[src/rtl/riscv_ctrl_pkg.sv]
// Shared types and encodings for the RV32 decode/execute control path.
//   ctrl_t      : control bundle carried from decode into the E register
//   OP_* / F7_* : major opcodes and funct7 values recognised by decode
//   ALU_*, IMM_*, RES_*, BH_* : field encodings of the bundle
//   md_state_e  : state of the multi-cycle MUL/DIV sequencer
package riscv_ctrl_pkg;

  localparam logic [6:0] OP_LOAD   = 7'b0000011;
  localparam logic [6:0] OP_STORE  = 7'b0100011;
  localparam logic [6:0] OP_BRANCH = 7'b1100011;
  localparam logic [6:0] OP_RTYPE  = 7'b0110011;
  localparam logic [6:0] OP_IALU   = 7'b0010011;
  localparam logic [6:0] OP_JAL    = 7'b1101111;
  localparam logic [6:0] OP_JALR   = 7'b1100111;
  localparam logic [6:0] OP_LUI    = 7'b0110111;
  localparam logic [6:0] OP_AUIPC  = 7'b0010111;

  localparam logic [6:0] F7_BASE   = 7'b0000000;
  localparam logic [6:0] F7_ALT    = 7'b0100000;
  localparam logic [6:0] F7_MULDIV = 7'b0000001;

  localparam logic [3:0] ALU_ADD  = 4'b0000;
  localparam logic [3:0] ALU_SUB  = 4'b0001;
  localparam logic [3:0] ALU_AND  = 4'b0010;
  localparam logic [3:0] ALU_OR   = 4'b0011;
  localparam logic [3:0] ALU_XOR  = 4'b0100;
  localparam logic [3:0] ALU_SLT  = 4'b0101;
  localparam logic [3:0] ALU_SLTU = 4'b0110;
  localparam logic [3:0] ALU_SLL  = 4'b0111;
  localparam logic [3:0] ALU_SRL  = 4'b1000;
  localparam logic [3:0] ALU_SRA  = 4'b1001;

  localparam logic [2:0] IMM_I = 3'b000;
  localparam logic [2:0] IMM_S = 3'b001;
  localparam logic [2:0] IMM_B = 3'b010;
  localparam logic [2:0] IMM_J = 3'b011;
  localparam logic [2:0] IMM_U = 3'b100;

  localparam logic [2:0] RES_ALU    = 3'b000;
  localparam logic [2:0] RES_MEM    = 3'b001;
  localparam logic [2:0] RES_PC4    = 3'b010;
  localparam logic [2:0] RES_IMM    = 3'b011;
  localparam logic [2:0] RES_PC_IMM = 3'b100;
  localparam logic [2:0] RES_MD     = 3'b101;

  localparam logic [1:0] BH_WORD = 2'b00;
  localparam logic [1:0] BH_BYTE = 2'b01;
  localparam logic [1:0] BH_HALF = 2'b10;

  typedef struct packed {
    logic       reg_write;
    logic [2:0] imm_src;
    logic       alu_src;
    logic       mem_write;
    logic [2:0] result_src;
    logic       branch;
    logic       jump;
    logic       sign;
    logic [3:0] alu_control;
    logic [1:0] byte_half_op;
    logic       pc_target_src;
    logic [2:0] funct3;
  } ctrl_t;

  typedef enum logic [0:0] {
    MD_IDLE = 1'b0,
    MD_BUSY = 1'b1
  } md_state_e;

  // ALU op for register/immediate arithmetic; alt selects sub (000) or sra (101).
  function automatic logic [3:0] alu_from_funct3(input logic [2:0] f3, input logic alt);
    logic [3:0] op;
    case (f3)
      3'b000:  op = alt ? ALU_SUB : ALU_ADD;
      3'b001:  op = ALU_SLL;
      3'b010:  op = ALU_SLT;
      3'b011:  op = ALU_SLTU;
      3'b100:  op = ALU_XOR;
      3'b101:  op = alt ? ALU_SRA : ALU_SRL;
      3'b110:  op = ALU_OR;
      3'b111:  op = ALU_AND;
      default: op = ALU_ADD;
    endcase
    return op;
  endfunction

endpackage

[src/rtl/rv_decode.sv]
// Purely combinational RV32I(+M) instruction decoder.
//   instr   : 32-bit instruction
//   ctrl    : decoded control bundle (all zero when illegal)
//   illegal : instruction is not recognised / not enabled
// ENABLE_M = 0 turns MUL/DIV/REM encodings into illegal instructions.
module rv_decode
  import riscv_ctrl_pkg::*;
#(
  parameter bit ENABLE_M = 1'b1
) (
  input  logic [31:0] instr,
  output ctrl_t       ctrl,
  output logic        illegal
);

  logic [6:0] opcode_s;
  logic [2:0] f3_s;
  logic [6:0] f7_s;
  ctrl_t      ctrl_s;
  logic       illegal_s;
  logic       unused_bits_s;

  assign opcode_s      = instr[6:0];
  assign f3_s          = instr[14:12];
  assign f7_s          = instr[31:25];
  assign unused_bits_s = ^{instr[24:15], instr[11:7]};

  // Opcode/funct decode into the raw bundle and the illegal flag.
  always_comb begin
    ctrl_s    = '0;
    illegal_s = 1'b0;
    case (opcode_s)
      OP_LOAD: begin
        ctrl_s.reg_write  = 1'b1;
        ctrl_s.imm_src    = IMM_I;
        ctrl_s.alu_src    = 1'b1;
        ctrl_s.result_src = RES_MEM;
        ctrl_s.funct3     = f3_s;
        case (f3_s)
          3'b000:  begin ctrl_s.byte_half_op = BH_BYTE; ctrl_s.sign = 1'b1; end
          3'b001:  begin ctrl_s.byte_half_op = BH_HALF; ctrl_s.sign = 1'b1; end
          3'b010:  begin ctrl_s.byte_half_op = BH_WORD; ctrl_s.sign = 1'b1; end
          3'b100:  begin ctrl_s.byte_half_op = BH_BYTE; ctrl_s.sign = 1'b0; end
          3'b101:  begin ctrl_s.byte_half_op = BH_HALF; ctrl_s.sign = 1'b0; end
          default: illegal_s = 1'b1;
        endcase
      end
      OP_STORE: begin
        ctrl_s.imm_src   = IMM_S;
        ctrl_s.alu_src   = 1'b1;
        ctrl_s.mem_write = 1'b1;
        ctrl_s.funct3    = f3_s;
        case (f3_s)
          3'b000:  ctrl_s.byte_half_op = BH_BYTE;
          3'b001:  ctrl_s.byte_half_op = BH_HALF;
          3'b010:  ctrl_s.byte_half_op = BH_WORD;
          default: illegal_s = 1'b1;
        endcase
      end
      OP_BRANCH: begin
        ctrl_s.imm_src     = IMM_B;
        ctrl_s.branch      = 1'b1;
        ctrl_s.alu_control = ALU_SUB;
        ctrl_s.funct3      = f3_s;
      end
      OP_RTYPE: begin
        if ((f7_s == F7_BASE) || (f7_s == F7_ALT)) begin
          ctrl_s.reg_write   = 1'b1;
          ctrl_s.alu_control = alu_from_funct3(f3_s, instr[30]);
          ctrl_s.funct3      = f3_s;
        end else if (ENABLE_M && (f7_s == F7_MULDIV)) begin
          ctrl_s.reg_write  = 1'b1;
          ctrl_s.result_src = RES_MD;
          ctrl_s.funct3     = f3_s;
        end else begin
          illegal_s = 1'b1;
        end
      end
      OP_IALU: begin
        ctrl_s.reg_write   = 1'b1;
        ctrl_s.imm_src     = IMM_I;
        ctrl_s.alu_src     = 1'b1;
        // No subi: bit 30 only matters for the right-shift form.
        ctrl_s.alu_control = alu_from_funct3(f3_s, instr[30] & (f3_s == 3'b101));
        ctrl_s.funct3      = f3_s;
      end
      OP_JAL: begin
        ctrl_s.reg_write  = 1'b1;
        ctrl_s.imm_src    = IMM_J;
        ctrl_s.jump       = 1'b1;
        ctrl_s.result_src = RES_PC4;
      end
      OP_JALR: begin
        ctrl_s.reg_write     = 1'b1;
        ctrl_s.imm_src       = IMM_I;
        ctrl_s.alu_src       = 1'b1;
        ctrl_s.jump          = 1'b1;
        ctrl_s.result_src    = RES_PC4;
        ctrl_s.pc_target_src = 1'b1;
        ctrl_s.funct3        = f3_s;
      end
      OP_LUI: begin
        ctrl_s.reg_write  = 1'b1;
        ctrl_s.imm_src    = IMM_U;
        ctrl_s.result_src = RES_IMM;
      end
      OP_AUIPC: begin
        ctrl_s.reg_write  = 1'b1;
        ctrl_s.imm_src    = IMM_U;
        ctrl_s.result_src = RES_PC_IMM;
      end
      default: illegal_s = 1'b1;
    endcase
  end

  // An illegal instruction must never carry side effects downstream.
  assign ctrl    = illegal_s ? ctrl_t'('0) : ctrl_s;
  assign illegal = illegal_s;

endmodule

[src/rtl/decode_ctrl_stage.sv]
// Decode-to-execute control stage: decodes instr_d and captures the control
// bundle into the E pipeline register, with a MUL/DIV occupancy sequencer.
//   clk, reset       : clock, asynchronous active-high reset
//   instr_d, valid_d : D-stage instruction and its valid flag
//   stall_e, flush_e : downstream hold / squash of the E register
//   stall_d          : hold fetch/decode while a long MUL/DIV occupies E
//   valid_e, illegal_e, *E : registered E-stage control outputs
//   md_start         : one-cycle pulse when a valid MUL/DIV first sits in E
module decode_ctrl_stage
  import riscv_ctrl_pkg::*;
#(
  parameter bit ENABLE_M   = 1'b1,
  parameter int MUL_CYCLES = 1,
  parameter int DIV_CYCLES = 32
) (
  input  logic        clk,
  input  logic        reset,
  input  logic [31:0] instr_d,
  input  logic        valid_d,
  input  logic        stall_e,
  input  logic        flush_e,
  output logic        stall_d,
  output logic        valid_e,
  output logic        illegal_e,
  output logic        RegWriteE,
  output logic [2:0]  ImmSrcE,
  output logic        ALUSrcE,
  output logic        MemWriteE,
  output logic [2:0]  ResultSrcE,
  output logic        BranchE,
  output logic        JumpE,
  output logic        signE,
  output logic [3:0]  ALUControlE,
  output logic [1:0]  ByteHalfOpE,
  output logic        PCTargetSrcE,
  output logic [2:0]  funct3E,
  output logic        md_start
);

  localparam int MAX_CYCLES = (MUL_CYCLES > DIV_CYCLES) ? MUL_CYCLES : DIV_CYCLES;
  localparam int CW         = $clog2(MAX_CYCLES) + 1;
  localparam logic [CW-1:0] MUL_LAT  = CW'(MUL_CYCLES);
  localparam logic [CW-1:0] DIV_LAT  = CW'(DIV_CYCLES);
  localparam logic [CW-1:0] CNT_ONE  = CW'(1);
  localparam logic [CW-1:0] CNT_ZERO = CW'(0);

  ctrl_t          dec_ctrl_s;
  logic           dec_illegal_s;
  ctrl_t          ctrl_e_r;
  logic           valid_e_r;
  logic           illegal_e_r;
  logic           md_start_r;
  logic           stall_d_r;
  md_state_e      state_r, state_nx_s;
  logic [CW-1:0]  cnt_r, cnt_nx_s;
  logic           hold_s, load_s, md_op_s;
  logic [CW-1:0]  lat_s;

  rv_decode #(.ENABLE_M(ENABLE_M)) u_decode (
    .instr   (instr_d),
    .ctrl    (dec_ctrl_s),
    .illegal (dec_illegal_s)
  );

  // Load qualification and latency of the instruction about to enter E.
  always_comb begin
    hold_s  = stall_e | stall_d_r;
    load_s  = ~flush_e & ~hold_s;
    md_op_s = valid_d & ~dec_illegal_s & (dec_ctrl_s.result_src == RES_MD);
    // funct3[2] set means DIV/DIVU/REM/REMU.
    lat_s   = dec_ctrl_s.funct3[2] ? DIV_LAT : MUL_LAT;
  end

  // Sequencer next state: counter runs down regardless of stall_e.
  always_comb begin
    state_nx_s = state_r;
    cnt_nx_s   = cnt_r;
    case (state_r)
      MD_IDLE: begin
        if (load_s && md_op_s && (lat_s > CNT_ONE)) begin
          state_nx_s = MD_BUSY;
          cnt_nx_s   = lat_s - CNT_ONE;
        end else begin
          state_nx_s = MD_IDLE;
          cnt_nx_s   = CNT_ZERO;
        end
      end
      MD_BUSY: begin
        if (flush_e || (cnt_r == CNT_ONE)) begin
          state_nx_s = MD_IDLE;
          cnt_nx_s   = CNT_ZERO;
        end else begin
          state_nx_s = MD_BUSY;
          cnt_nx_s   = cnt_r - CNT_ONE;
        end
      end
      default: begin
        state_nx_s = MD_IDLE;
        cnt_nx_s   = CNT_ZERO;
      end
    endcase
  end

  // Sequencer state, counter and registered stall_d.
  always_ff @(posedge clk or posedge reset) begin
    if (reset) begin
      state_r   <= MD_IDLE;
      cnt_r     <= CNT_ZERO;
      stall_d_r <= 1'b0;
    end else begin
      state_r   <= state_nx_s;
      cnt_r     <= cnt_nx_s;
      stall_d_r <= (state_nx_s == MD_BUSY);
    end
  end

  // E pipeline register: flush beats hold beats load.
  always_ff @(posedge clk or posedge reset) begin
    if (reset) begin
      ctrl_e_r    <= '0;
      valid_e_r   <= 1'b0;
      illegal_e_r <= 1'b0;
    end else if (flush_e) begin
      ctrl_e_r    <= '0;
      valid_e_r   <= 1'b0;
      illegal_e_r <= 1'b0;
    end else if (!hold_s) begin
      ctrl_e_r    <= valid_d ? dec_ctrl_s : ctrl_t'('0);
      valid_e_r   <= valid_d;
      illegal_e_r <= valid_d & dec_illegal_s;
    end
  end

  // md_start only fires on the load edge, so a held op never re-triggers.
  always_ff @(posedge clk or posedge reset) begin
    if (reset) begin
      md_start_r <= 1'b0;
    end else begin
      md_start_r <= load_s & md_op_s;
    end
  end

  assign stall_d      = stall_d_r;
  assign valid_e      = valid_e_r;
  assign illegal_e    = illegal_e_r;
  assign md_start     = md_start_r;
  assign RegWriteE    = ctrl_e_r.reg_write;
  assign ImmSrcE      = ctrl_e_r.imm_src;
  assign ALUSrcE      = ctrl_e_r.alu_src;
  assign MemWriteE    = ctrl_e_r.mem_write;
  assign ResultSrcE   = ctrl_e_r.result_src;
  assign BranchE      = ctrl_e_r.branch;
  assign JumpE        = ctrl_e_r.jump;
  assign signE        = ctrl_e_r.sign;
  assign ALUControlE  = ctrl_e_r.alu_control;
  assign ByteHalfOpE  = ctrl_e_r.byte_half_op;
  assign PCTargetSrcE = ctrl_e_r.pc_target_src;
  assign funct3E      = ctrl_e_r.funct3;

endmodule

[config.mk]
export PLATFORM = sky130hd
export DESIGN_NAME = decode_ctrl_stage
export DESIGN_NICKNAME = d
export VERILOG_FILES = /design/src/rtl/riscv_ctrl_pkg.sv /design/src/rtl/rv_decode.sv /design/src/rtl/decode_ctrl_stage.sv
export SDC_FILE = /design/constraint.sdc
export NUM_CORES = 1
export LEC_CHECK = 0
export ABC_AREA = 1
export BUFFER_PORTS_ARGS = -buffer_cell sky130_fd_sc_hd__buf_2
export CORE_MARGIN = 2
export CORE_UTILIZATION = 46
export CTS_CLUSTER_DIAMETER = 120
export DETAILED_ROUTE_END_ITERATION = 7
export GPL_ROUTABILITY_DRIVEN = 0
export GPL_TIMING_DRIVEN = 0
export PLACE_DENSITY = 0.76
export SETUP_SLACK_MARGIN = 0.3
export SYNTH_ARGS = -nofsm -noshare
export SYNTH_HDL_FRONTEND = slang
export SYNTH_HIERARCHICAL = 1
export SYNTH_SLANG_ARGS = --single-unit
[constraint.sdc]
create_clock -name clk -period 1.2 [get_ports clk]
set_clock_uncertainty 0.15 [all_clocks]
set_input_delay 0.18 -clock clk [delete_from_list [all_inputs] [get_ports clk]]
set_output_delay 0.18 -clock clk [all_outputs]
set_load 0.005 [all_outputs]
==> impl_metrics.yaml, run 1 <==
outcome:
  outcome: "finished, violations left"
  violations: "negative hold slack, negative setup slack"
timing:
  min_period_over_period_pct: 128.6
  fmax_mhz: 647.8
  finalWorstPathRequiredPeriod_ps: 1544
  worst_pin_slew_ps: 696.5
  hold_violations: 32
  hold_ws_ps: -159.0
  max-slew-margin-rel_pct: 53.47
  drv_slew: 0
  layout_setup_ws_ps: -343.6
  setup_viol: 33
  rsz0062_at_grt: "yes"
synthesis:
  synthXorXnorAreaFrac_pct: 0.4345
  synth_area_um2: 2016
  ys_async_sr_fraction_pct: 100.0
  yosys.area_share.adder_pct: 1.241
  ys_warn_count: 6
  muxShareOfSynthArea_pct: 0
  synthCells: 272
  synth_edf_count: 0
  seq_area_frac_synth_pct: 39.73
  synth-simple-area-share_pct: 35.38
  synthMostInstantiatedCell: "nand2_1"
  synth_top_family_by_area: "simple AND/OR/NAND/NOR gates"
  ys_ff_latch: 32
  ys_types: 27
  syn_avg_cell_area_um2: 7.411
  yosysTopAreaCell: "dfrtp_1"
  synthTopCellsByArea: "dfrtp_1 40%, nand2_1 14%, inv_1 8.9%, o21ai_2 7.8%, nor2_1 6.1%"
  synth_nets: 311
  synth_flop_cell: "dfrtp_1"
  synth_top_area_share_pct: 39.73
  yosys-top-cells-count: "77 x nand2_1, 48 x inv_1, 33 x nor2_1"
  synth_compound_area_share_pct: 12.04
place:
  io_buffers: 47
  dp_hpwl_um: 3298
finish:
  syn2layout_area_growth_pct: 60.21
  multi_input_area_um2: 1247
  nets: 412
  regArea_um2: 800.8
  nFillCells: 264
  final_core_util_pct: 75.20
  diodes: 0
  final_layout_size_suffix_gt1_share_pct: 54.01
worst_setup_path:
  reg2reg_from: "cnt_r[0]$_DFF_PP0_"
  reg2reg_to: "cnt_r[4]$_DFF_PP0_"
  cp.required_ps: 1280
  cp-start-kind: "input pin"
  crit_path_max_fanout: 6
  startpoint: "instr_d[3]"
  r2r_cells: 7
  crit_end: "state_r$_DFF_PP0_"
  path_class: "in -> reg"
  rrSetupSlack_ps: -310
  cp.arrival_ps: 1620
  cp-end-kind: "register"
power:
  peakVddDrop_v: 0.0004948
  finalPower_uw: 2593
  power.leakage_uw: 0.001585
  pwr_density_cell_nw_per_um2: 802.9
detailed_routing:
  dr_total_vias: 2190
  viasPerCell: 5.141
  drc: 0
  dr.pass1.iters: 4
  wirelength_um: 6161
  drtIter0Drc: 125
  final_antenna_net_count: 0
  wl_per_cell_um: 14.46
global_route:
  grt_first_pass_wirelength_um: 9183
  grt_max_degree: 33
  grt_pass1_vias: 2051
  grt_overflow: 0
  grt_util_all_layers_pct: 23.68
  antenna_found_initial: 0
floorplanning:
  die_h_um: 70.20
  start_util_pct: 46.94
  num_io_pins: 63
  die_x_um: 70.20
  die-area_um2: 4927
  rows: 24
  core_area_um2: 4294
clock_network:
  cts_root_buf: "clkbuf_8"
  cts_max_path_buffers: 2
  clkSlewWorstSetupHoldPaths_ps: 70
  cts_tree: "done"
  cts_inserted_buffers: 5
  clock_latency_ps: 290
  cts_sinks: 32
  cts-htree-levels: 2
flow_run:
  max_cap_viol_count: 0
min_path:
  hold_class: "in -> async"
==> logic make-up (layout without fill, tap and decap cells) <==
logic type / after synthesis / in the layout
xor gates and xnor gates: 1 / 1
AOI/OAI and AO/OA: 33 / 33
DFF: 32 / 32
buffers and inverters: 54 / 156
adders and majority gates: 2 / 2
and+or+nand+nor: 150 / 150
==> registers in the layout (all words and copies together) (netlist names) <==
signal and count:
ALUControlE 4, BranchE 1, RegWriteE 1, JumpE 1, md_start 1, MemWriteE 1
signE 1, state_r 1, ALUSrcE 1, valid_e 1, illegal_e 1, ImmSrcE 3
ByteHalfOpE 2, ResultSrcE 3, cnt_r 6, PCTargetSrcE 1, funct3E 3
==> critical path, stage by stage <==
cell and delay (ps):
buf_8 110, nor2_4 150, nand2_8 90, nor2_4 130
nor2_2 50, nand2_2 100, nand3_4 100, a21oi_4 150
nand3_2 80, nor2_1 100, nand4_1 130, buf_6 180
nand2_2 70
==> placed cells by master, fill, tap and decap left out, drive strengths merged, types with 2 or more instances in the layout <==
cell / count
o21ai: 27
nor2: 41
buf: 98
nand3: 17
nand4: 4
clkbuf: 7
nor3: 6
inv: 49
ha: 2
dfrtp: 32
nand2: 80
a21oi: 5
==> report_power, final <==
part | internal [µW] | switching, µW
Clock | 733 | 417
Sequential | 1080 | 2.02
Combinational | 151 | 208
Total | 1970 | 627
==> layer usage <==
metal	GRT usage [%]	part of all wire, %
met5	0	0
met4	11.54	3.9
met3	5.339	4.8
met2	41.38	51
met1	27.20	40
==> worst min path at each step <==
stage | cells after the start | from | end
floorplan | 1 | reset | ALUControlE[0]$_DFFE_PP0P_
global placement | 2 | reset | md_start$_DFF_PP0_
detailed placement | 2 | reset | ALUControlE[3]$_DFFE_PP0P_
CTS | 2 | reset | signE$_DFFE_PP0P_
global route | 2 | reset | md_start$_DFF_PP0_
finish | 2 | reset | signE$_DFFE_PP0P_
==> through the flow <==
step / TNS, ps / cells / area [µm²] / setup WS, ps
finish: -6072 / 426 / 3229 / -343.6
CTS: -4532 / 408 / 2974 / -227.5
detailed placement: -11230 / 371 / 2394 / -804.1
global placement: -10810 / 371 / 2394 / -801.9
global route: -7496 / 426 / 3229 / -421.2
floorplan: -2195 / 272 / 2093 / -318.1
==> area by class of cell <==
| cell class | instances | area share, % |
|---|---|---|
| clock inverter | 1 | 0.9299 |
| multi-input combinational | 186 | 38.63 |
| buffer | 4 | 1.627 |
| sequential | 32 | 24.80 |
| timing repair buffer | 94 | 22.39 |
| tap | 52 | 2.015 |
| clock buffer | 7 | 2.983 |
| inverter | 50 | 6.625 |
==> timing repair <==
action | 4_1_cts | 5_1_grt
hold endpoints to repair | 32 | 32
setup endpoints to repair | 58 | 58
gates resized for setup | 51 | 38
gates cloned | 2 | 0
pin swaps | 21 | 30
setup buffers | 27 | 18
Power figures use the tool's default switching activity.
==> inputs of run 2 (changes only) <==
- CORE_UTILIZATION: 46 -> 51
- PLACE_DENSITY: 0.76 -> 0.8
- REMOVE_ABC_BUFFERS: unset -> 1
- clock period: 1.2 -> 1.5 ns (I/O delays scaled with it)
==> impl_metrics.yaml, run 2 (synthesized netlist as in run 1, its figures left out) <==
finish:
  final_layout_size_suffix_gt1_share_pct: 52.73
  fin_cells: 414
  regMostFlops: "cnt_r"
  final_common_cell: "nand2_1"
  nets: 404
  nFillCells: 196
  diodes: 0
  syn2layout_area_growth_pct: 56.11
  final_cell_mix: "55 x nand2_1, 40 x buf_2, 39 x inv_1"
  largest_reg_flops: 6
detailed_routing:
  dr.pass1.iters: 5
  dr_total_vias: 2420
  wirelength_um: 7715
  drc: 0
  wl_per_cell_um: 18.64
  drtIter0Drc: 247
  final_antenna_net_count: 0
  viasPerCell: 5.845
clock_network:
  cts_max_path_buffers: 2
  cts_root_buf: "clkbuf_8"
  cts_sinks: 32
  clock_latency_ps: 290
  cts_inserted_buffers: 5
  cts-htree-levels: 2
  cts_tree: "done"
  clkSlewWorstSetupHoldPaths_ps: 70
floorplanning:
  num_io_pins: 63
  core_area_um2: 3744
  rows: 22
  start_util_pct: 53.84
  die-area_um2: 4471
  die_x_um: 66.87
  die_h_um: 66.87
worst_setup_path:
  cp-end-kind: "register"
  cp.required_ps: 1540
  cp.arrival_ps: 1750
  slowest_stage: "nor2_1"
  cp-start-kind: "input pin"
  crit_path_max_fanout: 5
  max_stage_delay_ps: 240
  path_class: "in -> reg"
  path_cells: "buf_8 > inv_1 > nand2_2 > nor2_4 > nand2_1 > o21ai_1 > nand2_1 > nor2_1 > inv_1 > o21ai_0"
timing:
  min_period_over_period_pct: 113.8
  rsz0062_at_grt: "yes"
  layout_setup_ws_ps: -207.1
  tns_ps: -1007
  finalWorstPathRequiredPeriod_ps: 1707
  setup_viol: 14
  drv_slew: 0
  hold_violations: 0
  max-slew-margin-rel_pct: 73.43
  hold_ws_ps: 221.7
  worst_pin_slew_ps: 397.7
  fmax_mhz: 585.8
outcome:
  outcome: "finished, violations left"
  violations: "negative setup slack"
global_route:
  grt_overflow: 0
  grt_max_degree: 33
  grt_pass1_vias: 2252
  grt_util_all_layers_pct: 31.82
  antenna_found_initial: 0
  grt_first_pass_wirelength_um: 10490
power:
  peakVddDrop_v: 0.0004712
  pwr_density_cell_nw_per_um2: 654.3
  power.leakage_uw: 0.001541
place:
  io_buffers: 47
  place_inst: 363
  dp_hpwl_um: 3092
min_path:
  hold_class: "in -> reg"
flow_run:
  max_cap_viol_count: 0
-- run 2: cell count changes in the layout (fill, tap and decap cells not counted), moves of 3 or more --
| cell | previous run | this run |
|---|---|---|
| nor2_2 | 10 | 6 |
| buf_4 | 38 | 28 |
| inv_1 | 35 | 39 |
| nand3_2 | 6 | 9 |
| o21ai_1 | 1 | 4 |
| o21ai_4 | 4 | 0 |
| nand2_1 | 61 | 55 |
| nand2_4 | 1 | 6 |
| nor2_4 | 10 | 14 |
| inv_2 | 9 | 4 |
-- run 2: layout make-up --
| class | count | area, µm² | share of cell area, % |
|---|---|---|---|
| Timing Repair Buffer | 87 | 679.4 | 21.59 |
| Timing Repair inverter | 1 | 7.507 | 0.2386 |
| Clock inverter | 3 | 42.54 | 1.352 |
| Clock buffer | 5 | 68.82 | 2.187 |
| Multi-Input combinational cell | 188 | 1279 | 40.64 |
| Inverter | 50 | 209.0 | 6.640 |
| Tap cell | 48 | 60.06 | 1.909 |
| Sequential cell | 32 | 800.8 | 25.45 |
-- run 2: what timing repair did --
item / in CTS / in global routing
pin swaps: 23 / 21
gates cloned: 3 / 1
hold endpoints to repair: 32 / 0
hold buffers: 1 / 0
endpoints found under the setup margin: 65 / 74
setup buffers: 23 / 15
gates resized for setup: 72 / 41
-- run 2: worst max-delay path: cells and delay by family --
family	cells	cell delay [ps]
AOI/OAI and AO/OA	2	420
buffers and inverters	3	290
and+or+nand+nor	5	810
-- run 2: through the flow --
stage	util [%]	power [µW]	area, µm²	worst slack (ps)
after global routing	84.06	2127	3147	-302.9
final	84.06	2059	3147	-207.1
after CTS	77.21	1988	2890	49.63
after floorplan	-	979.1	1978	-122.0
after detailed placement	60.73	1049	2273	-545.4
after global placement	60.73	1045	2273	-509.2
-- run 2: worst paths after layout --
path	from	endpoint	slack, ps	cells past startpoint
worst max register to register	cnt_r[0]$_DFF_PP0_	cnt_r[4]$_DFF_PP0_	110	7
worst min register to register	funct3E[1]$_DFFE_PP0P_	funct3E[1]$_DFFE_PP0P_	330	2
min in group asynchronous	reset	PCTargetSrcE$_DFFE_PP0P_	340	3
worst min-delay path	instr_d[13]	funct3E[1]$_DFFE_PP0P_	220	5
max in group asynchronous	reset	cnt_r[4]$_DFF_PP0_	590	3
worst max-delay path	instr_d[2]	ByteHalfOpE[0]$_DFFE_PP0P_	-210	10
-- run 2: power by group --
group | internal [µW] | total (µW) | switching [µW]
Sequential | 866 | 868 | 1.93
Combinational | 125 | 328 | 203
Clock | 492 | 863 | 371
-- run 2: metal layers --
| metal | up-vias | wire, µm | global-route usage [%] |
|---|---|---|---|
| li1 | 1038 | - | - |
| met1 | 1132 | 2623 | 35.45 |
| met2 | 189 | 3818 | 55.88 |
| met3 | 61 | 675 | 6.250 |
| met4 | 0 | 597 | 18.62 |
| met5 | - | 0 | 0 |
